[config.mk]
export PLATFORM = sky130hd
export DESIGN_NAME = sel_sequencer
export DESIGN_NICKNAME = d
export VERILOG_FILES = /design/src/rtl/sel_sequencer.sv
export SDC_FILE = /design/constraint.sdc
export NUM_CORES = 1
export LEC_CHECK = 0
export BUFFER_PORTS_ARGS = -buffer_cell sky130_fd_sc_hd__buf_2
export CAP_MARGIN = 20
export CORE_MARGIN = 4
export CORE_UTILIZATION = 30
export DETAILED_ROUTE_END_ITERATION = 7
export GPL_ROUTABILITY_DRIVEN = 0
export HOLD_SLACK_MARGIN = 0.06
export PLACE_DENSITY = 0.55
export SLEW_MARGIN = 5
export SYNTH_ARGS = -nofsm -noshare
export SYNTH_HDL_FRONTEND = slang
export SYNTH_SLANG_ARGS = --single-unit
[constraint.sdc]
create_clock -name clk -period 2.7 [get_ports clk]
set_clock_uncertainty 0.1 [all_clocks]
set_input_delay 0.54 -clock clk [delete_from_list [all_inputs] [get_ports clk]]
set_output_delay 0.54 -clock clk [all_outputs]
set_load 0.01 [all_outputs]
[src/rtl/sel_sequencer.sv]
// sel_sequencer
//   Walks a 5:1 mux select through codes 0..4 and holds each code for DWELL
//   cycles. The mux output is captured on the last dwell cycle of each code,
//   and the five bits are published together as frame_out when the frame
//   completes.
//
//   Parameter
//     DWELL      cycles each select code is held (1..15)
//   Ports
//     clk        rising-edge clock
//     reset      synchronous, active-high reset
//     start      request one frame (honoured only in IDLE)
//     hold       freeze the scan while high (SCAN only)
//     y_in       downstream mux output, sampled as frame data
//     sel[2:0]   mux select; parked at 3'b101 outside SCAN
//     busy       high in SCAN and DONE
//     done       one-cycle pulse when frame_out is loaded
//     frame_out  last completed frame; bit k captured while sel==k
//     parity     XOR of frame_out when SEL_SEQUENCER_PARITY_EN is defined,
//                otherwise tied to 0
//
//   Optional feature macro: SEL_SEQUENCER_PARITY_EN
module sel_sequencer #(
  parameter int DWELL = 1
) (
  input  logic       clk,
  input  logic       reset,
  input  logic       start,
  input  logic       hold,
  input  logic       y_in,
  output logic [2:0] sel,
  output logic       busy,
  output logic       done,
  output logic [4:0] frame_out,
  output logic       parity
);

  localparam logic [1:0] S_IDLE = 2'd0;
  localparam logic [1:0] S_SCAN = 2'd1;
  localparam logic [1:0] S_DONE = 2'd2;

  // Code 5 is not wired to any mux input, so the mux drives 0 while parked.
  localparam logic [2:0] SEL_PARK = 3'b101;
  localparam logic [2:0] SEL_LAST = 3'd4;
  localparam logic [3:0] CNT_LAST = 4'(DWELL - 1);

  logic [1:0] r_state;
  logic [2:0] r_sel;
  logic [3:0] r_cnt;
  logic [4:0] r_cap;
  logic [4:0] r_frame;

  logic       w_step;
  logic       w_last;
  logic [4:0] w_cap_nxt;

  assign w_step = (r_state == S_SCAN) && !hold;
  assign w_last = w_step && (r_cnt == CNT_LAST);

  // Capture vector including this cycle's sample, so the final bit can be
  // published into frame_out on the same edge it is captured.
  always_comb begin
    w_cap_nxt = r_cap;
    for (int k = 0; k < 5; k++) begin
      if (w_last && (r_sel == 3'(k))) w_cap_nxt[k] = y_in;
    end
  end

  always_ff @(posedge clk) begin
    if (reset) begin
      r_state <= S_IDLE;
      r_sel   <= SEL_PARK;
      r_cnt   <= '0;
      r_cap   <= '0;
      r_frame <= '0;
    end else begin
      case (r_state)
        S_IDLE: begin
          if (start) begin
            r_state <= S_SCAN;
            r_sel   <= '0;
            r_cnt   <= '0;
          end
        end
        S_SCAN: begin
          if (w_step) begin
            if (w_last) begin
              r_cnt <= '0;
              r_cap <= w_cap_nxt;
              if (r_sel == SEL_LAST) begin
                r_state <= S_DONE;
                r_sel   <= SEL_PARK;
                r_frame <= w_cap_nxt;
              end else begin
                r_sel <= r_sel + 3'd1;
              end
            end else begin
              r_cnt <= r_cnt + 4'd1;
            end
          end
        end
        S_DONE: begin
          // start is deliberately not looked at here; a new frame always
          // passes through one IDLE cycle.
          r_state <= S_IDLE;
        end
        default: begin
          r_state <= S_IDLE;
          r_sel   <= SEL_PARK;
        end
      endcase
    end
  end

  assign sel       = r_sel;
  assign busy      = (r_state == S_SCAN) || (r_state == S_DONE);
  assign done      = (r_state == S_DONE);
  assign frame_out = r_frame;

`ifdef SEL_SEQUENCER_PARITY_EN
  logic r_parity;

  // Loaded on the same edge as frame_out so the two never disagree.
  always_ff @(posedge clk) begin
    if (reset) begin
      r_parity <= 1'b0;
    end else if (w_last && (r_sel == SEL_LAST)) begin
      r_parity <= ^w_cap_nxt;
    end
  end

  assign parity = r_parity;
`else
  assign parity = 1'b0;
`endif

endmodule
==> results of run 1 <==
-- worst max-delay path by stage --
stage / from / endpoint / slack [ns] / cells after the start
2_1_floorplan: hold / r_state[0] / 0.78 / 4
3_3_place_gp: hold / r_state[0] / 0.62 / 5
3_5_place_dp: hold / r_state[1] / 0.57 / 5
4_1_cts: r_state[1] / r_cnt[3] / 0.60 / 6
5_1_grt: r_state[1] / sel[2] / 0.47 / 5
6_report: r_state[1] / r_cnt[3] / 0.59 / 6
-- registers in the layout, indices dropped and copies added (netlist names) --
signal	flops
sel	3
r_state	2
frame_out	5
r_cap	4
r_cnt	4
-- critical path, stage by stage, from the launching register on --
cell and delay (ns):
dfxtp_1 0.37, inv_1 0.10, ha_1 0.39, and2_1 0.31, or3_1 0.43, o21ai_0 0.21
a21oi_1 0.08
-- synth_stat cells (2+ instances only) --
master	count
nand4_1	4
nor2_1	17
inv_1	8
a21oi_1	4
nand2_1	2
ha_1	12
nand3_1	3
o21ai_0	2
clkbuf_1	3
nor2b_1	2
and2_1	2
mux2i_1	12
dfxtp_1	18
-- report_power, final --
group | leakage [nW] | internal, mW | switching (mW) | total [mW]
clock | 0.0138 | 0.0518 | 0.0782 | 0.130
combinational | 0.396 | 0.166 | 0.220 | 0.386
sequential | 0.146 | 0.296 | 0.0349 | 0.331
-- cell families (layout without fill, tap and decap cells) --
group / count (synthesis) / in the layout / share of synthesized area [%]
and+or+nand+nor: 37 / 37 / 19.9
DFF: 18 / 18 / 35.8
AOI/OAI and AO/OA: 13 / 13 / 11.2
muxes: 13 / 13 / 13.0
adders and majority gates: 12 / 12 / 14.9
buffers and inverters: 12 / 26 / 4.85
other: 1 / 1 / 0.372
-- routing by layer --
metal	vias up	wire [um]	global-route usage, %
met5	-	0	0
met4	0	31	5.33
met3	2	61	1.87
met2	9	913	15.4
met1	343	889	12.0
li1	396	-	-
-- stage by stage --
stage / instances / setup WS (ns)
finish: 164 / 0.591
CTS: 164 / 0.597
floorplan: 106 / 0.775
detailed placement: 161 / 0.575
global placement: 161 / 0.617
global route: 164 / 0.474
-- area by class of cell --
| class | count | area [sq um] | area share (%) |
|---|---|---|---|
| clock buffer | 3 | 22.5 | 1.97 |
| inverter | 8 | 30.0 | 2.63 |
| multi-input combinational | 76 | 598 | 52.3 |
| sequential | 18 | 360 | 31.5 |
| tap | 44 | 55.1 | 4.81 |
| timing repair buffer | 15 | 77.6 | 6.78 |
-- layout by cell type (no fill, tap or decap), drive strengths merged --
cell      n
nand4     4
and2      2
nor4b     2
a21boi    1
clkbuf    3
mux2i    12
dfxtp    18
nand3b    1
buf      15
or4b      1
a21oi     4
nor2b     2
a211oi    1
o21ai     2
a32oi     1
mux2      1
inv       8
a2111oi   1
o31a      1
nand2     2
o2111ai   1
a211o     1
nand3     3
nor4      1
nand2b    1
ha       12
conb      1
or3       1
nor2     17
==> run summary, run 1 <==
• top area cells in the synthesized netlist: dfxtp_1, ha_1, mux2i_1
• final number of setup-violating endpoints: 0
• Remaining DRCs: 0
• Mapped Nets: 123
• mean area per synthesized cell: 9.50 sq um
• vertical die dimension: 65.9 um
• Inserted Diodes: 0
• setup_tns: 0 ns
• top-level I/O count: 16
• Max Cap Violations: 0
• number of clock sinks seen by CTS: 18
• maximum resistive drop on vdd: 242 uV
• first-iteration detailed-routing DRC count: 31
• sum of net half-perimeters after detailed placement: 1.46 mm
• utilization of the core after routing: 36.6%
• Post-Syn Area: 1010 sq um
• Tightest Hold Check Type: register to register
• Nets: 139
• hold path endpoint: frame_out[3]
• clock root buffer master: clkbuf_4
• ANT nets after route: 0
• wire length reported by the detailed router: 1.90 mm
• global-route wire length before repair: 3.26 mm
• count of yosys warnings during synthesis: 0
• vias per std cell: 4.57
• largest net degree at the start of global routing: 20
• Worst setup EP type: register
• portion of the post-synthesis area used by sequential elements: 35.8%
• top cell type by total area after synthesis: dfxtp_1
• Vias: 750
• CTS clock-pin slew for the worst setup and hold paths: 0.10 ns
• register-to-register path setup slack: 0.59 ns
• share of post-route cells with drive strength above 1: 19.2%
• hold_buf cts: 0
• worst-path fanout max: 15
• number of filler instances in the final layout: 325
• overall power of the completed layout: 0.847 mW
• post-DR wirelength/cell: 11.6 um
• maximum clock rate: 474 MHz
• Slew headroom: 59.8%
• unrepaired setup endpoints after global routing: false
• latest clock arrival within the worst-skew pair: 0.29 ns
• global-route usage over all layers: 9.60%
• primary flip-flop cell chosen by synthesis mapping: dfxtp_1
• core outline area: 3130 sq um
• worst hold slack across all endpoints: 0.401 ns
• Lkg Pwr: 0.556 nW
• final clock period utilization by the worst path: 78.1%
• Finished Cell Area: 1140 sq um
• number of buffers inserted by post-CTS setup repair: 0
• total number of H-tree levels: 1
• shortest period the worst path allows: 2.11 ns
• endpoint of the worst-slack reg-to-reg timing path: r_cnt[3]
• proportion of register bits with asynchronous set or reset after synthesis: 0%
• starting density of the core: 32.2%
• TritonCTS Buffers: 3
• PostCTS Resize Cnt: 0
• area added between synthesis and finish: 13.5%
• detailed-router iteration count before antenna repair: 4
• pins over their slew limit: 0
• Synth Instances: 106
• kind of critical path: register to register
• data arrival time of the critical path: 2.18 ns
• worst path required time: 2.77 ns
• status: completed
• number of enable-type register cells in the synthesized netlist: 0
• power density normalized to cell area: 741 nW/um^2
• launching point of the worst reg2reg path: r_state[1]
• clock buffer depth: 2
• element type at the critical path start: register
• via count of the first global-routing pass: 742
• area fraction of the dominant cell type after synthesis: 35.8%
• instance area at placement: 1120 sq um
• number of cells traversed by the worst register-to-register path: 6
• actual transition at the worst max-transition pin: 0.595 ns
• total number of placement rows: 20
• hold path startpoint: frame_out[3]
• Overflow after GRT: 0
• die footprint: 4350 sq um
• Port-buffer cells: 14
• antenna violations before repair: 0
• CTS tree: done
• final count of hold timing violations: 0
• Die Span X: 65.9 um
• Distinct cells, synth: 30
• number of synthesized register bits: 18
• instance count along the most critical hold path: 2
No activity file was read; power rests on OpenSTA's default activity.
==> run 2, diff against run 1 <==
Settings changed: PLACE_DENSITY 0.55 to 0.56.
Clock period 2.7 ns to 1.8 ns, I/O delays scaled along.
==> run 2 against run 1 <==
  * The run now ends with setup timing left
  * Register-to-register slack got worse by 0.71 ns
  * Fmax rose by 9.8%
  * Design area rose by 18%
  * Sequential power rose by 46%
  * Hold slack got worse by 0.12 ns
  * Combinational power rose by 110%
  * Critical path depth did not move
  * Worst setup slack got worse by 0.71 ns
  * Count of clock-buffer cells in the layout rose by 1
  * Routed wire length rose by 16%
  * Cell count rose by 13%
==> run summary, run 2 (same netlist as run 1, synthesis figures left out) <==
• status: finished with violations, was completed
• violated checks: setup timing
• area added between synthesis and finish: 34.2%, was 13.5%
• Worst setup EP type: register, unchanged
• global-route usage over all layers: 10.7%, was 9.60%
• net switching power of the design: 0.583 mW, was 0.333 mW
• number of filler instances in the final layout: 311, was 325
• top-level I/O count: 16, unchanged
• final count of hold timing violations: 0, unchanged
• pre-CTS setup slack: -0.0976 ns, was 0.575 ns
• wire length reported by the detailed router: 2.20 mm, was 1.90 mm
• Remaining DRCs: 0, unchanged
• final clock period utilization by the worst path: 107%, was 78.1%
• CTS tree: done, unchanged
• sequential cell fraction of total power: 31.0%, was 39.1%
• clock buffer depth: 2, unchanged
• cell family with most CP delay: simple AND/OR/NAND/NOR gates, unchanged
• clock root buffer master: clkbuf_4, unchanged
• fraction of power spent switching nets: 37.3%, was 39.4%
• TritonCTS Buffers: 3, unchanged
• die footprint: 4350 sq um, unchanged
• shortest period the worst path allows: 1.92 ns, was 2.11 ns
• Pint: 0.978 mW, was 0.514 mW
• setup_tns: -0.323 ns, was 0 ns
• Die Span X: 65.9 um, unchanged
• Clk pwr share: 17.2%, was 15.3%
• routing usage on met1: 12.9%, was 12.0%
• number of flip-flops in the largest register: 5, unchanged
• maximum resistive drop on vdd: 346 uV, was 242 uV
• first-iteration detailed-routing DRC count: 40, was 31
• sum of net half-perimeters after detailed placement: 1.62 mm, was 1.46 mm
• worst hold slack across all endpoints: 0.278 ns, was 0.401 ns
• worst path required time: 1.91 ns, was 2.77 ns
• Vias: 847, was 750
• kind of critical path: register to register, unchanged
• minimum setup slack in the final design: -0.121 ns, was 0.591 ns
• Max Cap Violations: 0, unchanged
• maximum clock rate: 520 MHz, was 474 MHz
• Finished Cell Area: 1350 sq um, was 1140 sq um
• starting density of the core: 32.2%, unchanged
• number of clock sinks seen by CTS: 18, unchanged
• total number of H-tree levels: 1, unchanged
• hold_buf cts: 0, unchanged
• post-DR wirelength/cell: 11.8 um, was 11.6 um
• combinational share of power: 51.8%, was 45.6%
• latest clock arrival within the worst-skew pair: 0.32 ns, was 0.29 ns
• area of combinational cells with multiple inputs: 631 sq um, was 598 sq um
• instance area at placement: 1280 sq um, was 1120 sq um
• final number of setup-violating endpoints: 4, was 0
• Nets: 160, was 139
• vias per std cell: 4.55, was 4.57
• vertical die dimension: 65.9 um, unchanged
• data arrival time of the critical path: 2.03 ns, was 2.18 ns
• share of post-route cells with drive strength above 1: 38.7%, was 19.2%
• detailed-router iteration count before antenna repair: 4, unchanged
• met3 usage in global routing: 2.04%, was 1.87%
• Lkg Pwr: 0.669 nW, was 0.556 nW
• Slowest cell on crit path: or4b_4, was or3_1
• global-route wire length before repair: 3.58 mm, was 3.26 mm
• Tightest Hold Check Type: input pin to register, was register to register
• power density normalized to cell area: 1160 nW/um^2, was 741 nW/um^2
• most used cells in the layout excluding fill and tap cells: buf_4, nor2_1, dfxtp_1, was dfxtp_1, nor2_1, buf_2
• via count of the first global-routing pass: 837, was 742
• ANT nets after route: 0, unchanged
• total buffers and inverters traversed by the critical path: 1, unchanged
• CTS clock-pin slew for the worst setup and hold paths: 0.12 ns, was 0.10 ns
• ordered list of cells on the worst path: inv_2 -> ha_4 -> or4b_4 -> a2111oi_4 -> mux2i_1 -> nor2_1, was inv_1 -> ha_1 -> and2_1 -> or3_1 -> o21ai_0 -> a21oi_1
• antenna violations before repair: 0, unchanged
• Overflow after GRT: 0, unchanged
• pins over their slew limit: 0, unchanged
• worst-path fanout max: 2, was 15
• element type at the critical path start: register, unchanged
• Inserted Diodes: 0, unchanged
• delay of the slowest cell on the worst path: 0.51 ns, was 0.43 ns
• met2 track utilization from global routing: 18.0%, was 15.4%
• unrepaired setup endpoints after global routing: true, was false
• total area of sequential cells: 364 sq um, was 360 sq um
• most common cell after layout, fill and taps aside: buf_4, was dfxtp_1
• core outline area: 3130 sq um, unchanged
• Most Crowded Layer GR: met2, unchanged
• total number of placement rows: 20, unchanged
• Port-buffer cells: 14, unchanged
• largest net degree at the start of global routing: 20, unchanged
==> run 2: cell count changes in the layout (fill, tap and decap cells not counted), sizes merged <==
cell | previous run | this run
buf | 15 | 36
clkbuf | 3 | 4
==> run 2: worst paths after layout <==
kind | depth (start not counted) | to | slack, ns | startpoint
max | 6 | r_state[0] | -0.12 | r_cnt[0]
min | 3 | r_cap[3] | 0.28 | y_in
max reg2reg | 6 | r_state[0] | -0.12 | r_cnt[0]
min reg2reg | 2 | frame_out[2] | 0.40 | frame_out[2]
==> run 2: power by group through the flow <==
| stage | registers, mW | logic [mW] | clock network (mW) |
|---|---|---|---|
| 2_1_floorplan | 0.505 | 0.449 | 0 |
| 3_3_place_gp | 0.487 | 0.748 | 0 |
| 3_5_place_dp | 0.489 | 0.759 | 0 |
| 4_1_cts | 0.479 | 0.766 | 0.272 |
| 5_1_grt | 0.490 | 0.893 | 0.288 |
| 6_report | 0.484 | 0.809 | 0.268 |
==> run 2: area by class of cell <==
| cell class | count | share of cell area, % |
|---|---|---|
| clock buffer | 4 | 2.69 |
| inverter | 8 | 2.22 |
| multi-input combinational | 76 | 46.7 |
| sequential | 18 | 26.9 |
| tap | 44 | 4.07 |
| timing repair buffer | 36 | 17.4 |
==> run 2: per-layer routing <==
| layer | part of all wire (%) | routed length, um | vias to the layer above |
|---|---|---|---|
| met5 | 0 | 0 | - |
| met3 | 2.2 | 49 | 5 |
| met2 | 48 | 1050 | 11 |
| li1 | - | - | 440 |
| met4 | 2.3 | 51 | 0 |
| met1 | 48 | 1050 | 391 |
==> run 2: repair_timing <==
item	in CTS	in global routing
gates resized for setup	0	7
setup endpoints to repair	7	10
buffers inserted	1	1
pin swaps	0	5
==> run 2: stage by stage <==
stage	cells	total power [mW]	utilization (%)
global placement	180	1.23	40.9
global route	186	1.67	43.2
floorplan	106	0.954	-
CTS	185	1.52	42.3
detailed placement	180	1.25	40.9
finish	186	1.56	43.2
==> run 2: worst register-to-register path: stages, from the launching register on <==
cell       delay (ns)
dfxtp_2          0.34
inv_2            0.07
ha_4             0.12
or4b_4           0.51
a2111oi_4        0.39
mux2i_1          0.23
nor2_1           0.05
==> run 3, diff against run 2 <==
Settings changed: CORE_UTILIZATION 30 to 35, CTS_CLUSTER_DIAMETER from default to 30, PLACE_DENSITY 0.56 to 0.61.
Clock period 1.8 ns to 1.88 ns, I/O delays scaled along.
==> run 3 against run 2 <==
  * The run still ends with setup timing left
  * Count of clock-buffer cells in the layout unchanged
  * Highest routed layer unchanged
  * Fmax up 1.9%
  * First-iteration DRC count fell by 83%
  * Critical path depth stayed put
  * Worst setup slack better by 0.12 ns
  * Sequential share of layout area increased by 1.8 points
  * Global-route usage is 1.3 points higher
==> run summary, run 3 (same netlist as run 1, synthesis figures left out) <==
• status: finished with violations, unchanged
• violated checks: setup timing, unchanged
• pins over their slew limit: 0, unchanged
• ANT nets after route: 0, unchanged
• setup_tns: -0.00487 ns, was -0.323 ns
• wire length reported by the detailed router: 1.92 mm, was 2.20 mm
• global-route usage over all layers: 12.0%, was 10.7%
• utilization of the core after routing: 45.7%, was 43.2%
• combinational share of power: 50.0%, was 51.8%
• maximum resistive drop on vdd: 929 uV, was 346 uV
• net switching power of the design: 0.515 mW, was 0.583 mW
• power density normalized to cell area: 1120 nW/um^2, was 1160 nW/um^2
• Lkg Pwr: 0.632 nW, was 0.669 nW
• most common cell after layout, fill and taps aside: nor2_1, was buf_4
• Clk pwr share: 17.1%, was 17.2%
• TritonCTS Buffers: 3, unchanged
• Worst setup EP type: register, unchanged
• total number of H-tree levels: 1, unchanged
• Remaining DRCs: 0, unchanged
• latest clock arrival within the worst-skew pair: 0.29 ns, was 0.32 ns
• clock buffer depth: 2, unchanged
• CTS clock-pin slew for the worst setup and hold paths: 0.11 ns, was 0.12 ns
• final number of setup-violating endpoints: 1, was 4
• worst path required time: 1.96 ns, was 1.91 ns
• pre-CTS setup slack: -0.0270 ns, was -0.0976 ns
• total number of placement rows: 19, was 20
• first-iteration detailed-routing DRC count: 7, was 40
• post-DR wirelength/cell: 11.6 um, was 11.8 um
• clock root buffer master: clkbuf_4, unchanged
• number of filler instances in the final layout: 275, was 311
• unrepaired setup endpoints after global routing: true, unchanged
• Die Span X: 61.6 um, was 65.9 um
• starting density of the core: 36.5%, was 32.2%
• antenna violations before repair: 0, unchanged
• sequential cell fraction of total power: 32.9%, was 31.0%
• ordered list of cells on the worst path: inv_2 -> ha_4 -> or4b_4 -> a2111oi_4 -> mux2i_1 -> nor2_1, unchanged
• minimum setup slack in the final design: -0.00487 ns, was -0.121 ns
• Max Cap Violations: 0, unchanged
• Vias: 819, was 847
• Nets: 152, was 160
• number of clock sinks seen by CTS: 18, unchanged
• vias per std cell: 4.96, was 4.55
• die footprint: 3800 sq um, was 4350 sq um
• Overflow after GRT: 0, unchanged
• Slowest cell on crit path: or4b_4, unchanged
• sum of net half-perimeters after detailed placement: 1.48 mm, was 1.62 mm
• CTS tree: done, unchanged
• data arrival time of the critical path: 1.97 ns, was 2.03 ns
• area added between synthesis and finish: 25.2%, was 34.2%
• largest net degree at the start of global routing: 20, unchanged
• kind of critical path: register to register, unchanged
• final count of hold timing violations: 0, unchanged
• fraction of power spent switching nets: 36.6%, was 37.3%
• Inserted Diodes: 0, unchanged
• number of flip-flops in the largest register: 5, unchanged
• most used cells in the layout excluding fill and tap cells: nor2_1, dfxtp_1, buf_2, buf_4, mux2i_1, was buf_4, nor2_1, dfxtp_1
• overall power of the completed layout: 1.41 mW, was 1.56 mW
• worst-path fanout max: 2, unchanged
• Tightest Hold Check Type: input pin to register, unchanged
• Port-buffer cells: 14, unchanged
• top-level I/O count: 16, unchanged
• core outline area: 2760 sq um, was 3130 sq um
• final clock period utilization by the worst path: 100%, was 107%
• via count of the first global-routing pass: 790, was 837
• element type at the critical path start: register, unchanged
• global-route wire length before repair: 3.38 mm, was 3.58 mm
• number of buffers inserted by post-CTS setup repair: 0, was 1
• maximum clock rate: 531 MHz, was 520 MHz
• shortest period the worst path allows: 1.88 ns, was 1.92 ns
• delay of the slowest cell on the worst path: 0.48 ns, was 0.51 ns
• vertical die dimension: 61.6 um, was 65.9 um
• detailed-router iteration count before antenna repair: 4, unchanged
• share of post-route cells with drive strength above 1: 32.8%, was 38.7%
• Pint: 0.892 mW, was 0.978 mW
run 3: changes by cell type in the layout (fill, tap and decap cells not counted), sizes merged:
cell,change
buf,-8
run 3: area by class of cell:
type / count / area (sq um) / share of cell area [%]
multi-input cells: 76 / 618 / 49.0
flip-flops and latches: 18 / 363 / 28.8
repair buffers: 28 / 175 / 13.9
well taps: 31 / 38.8 / 3.08
clock buffers: 4 / 36.3 / 2.88
inverters: 8 / 30.0 / 2.38
run 3: final timing paths:
path / from / endpoint / slack [ns] / cells past startpoint
max: r_cnt[0] / r_state[1] / -0.005 / 6
min reg2reg: frame_out[0] / frame_out[0] / 0.40 / 2
min: y_in / r_cap[1] / 0.30 / 3
max reg2reg: r_cnt[0] / r_state[1] / -0.005 / 6
run 3: power groups by stage:
stage | logic [mW] | registers, mW | clock network (mW)
2_1_floorplan | 0.428 | 0.483 | 0
3_3_place_gp | 0.676 | 0.465 | 0
3_5_place_dp | 0.686 | 0.468 | 0
4_1_cts | 0.691 | 0.461 | 0.252
5_1_grt | 0.783 | 0.470 | 0.270
6_report | 0.704 | 0.463 | 0.241
run 3: what timing repair did:
item | 4_1_cts | 5_1_grt
gates resized for setup | 5 | 4
setup endpoints to repair | 3 | 8
hold buffers | 0 | 0
run 3: stage by stage:
stage          instances  instance area (sq um)  hold slack (ns)
2_1_floorplan        106                   1010            0.359
3_3_place_gp         161                   1200            0.372
3_5_place_dp         161                   1200            0.382
4_1_cts              165                   1250            0.294
5_1_grt              165                   1260            0.305
6_report             165                   1260            0.304
run 3: per-layer routing:
layer  part of all wire, %  up-vias  global-route usage [%]  routed length (um)
li1                      -      427                       -                   -
met1                    48      384                    14.9                 917
met2                    49        6                    19.6                 939
met3                   2.3        2                    2.10                  44
met4                  0.94        0                    6.36                  18
met5                     0        -                       0                   0
run 3: worst max-delay path, delay by kind of cell, from the launching register on:
family	cells	cell delay (ns)
buf+inv	1	0.07
mux	1	0.23
fa+ha+maj	1	0.13
compound gates	1	0.37
simple gates	2	0.53
flops	1	0.34
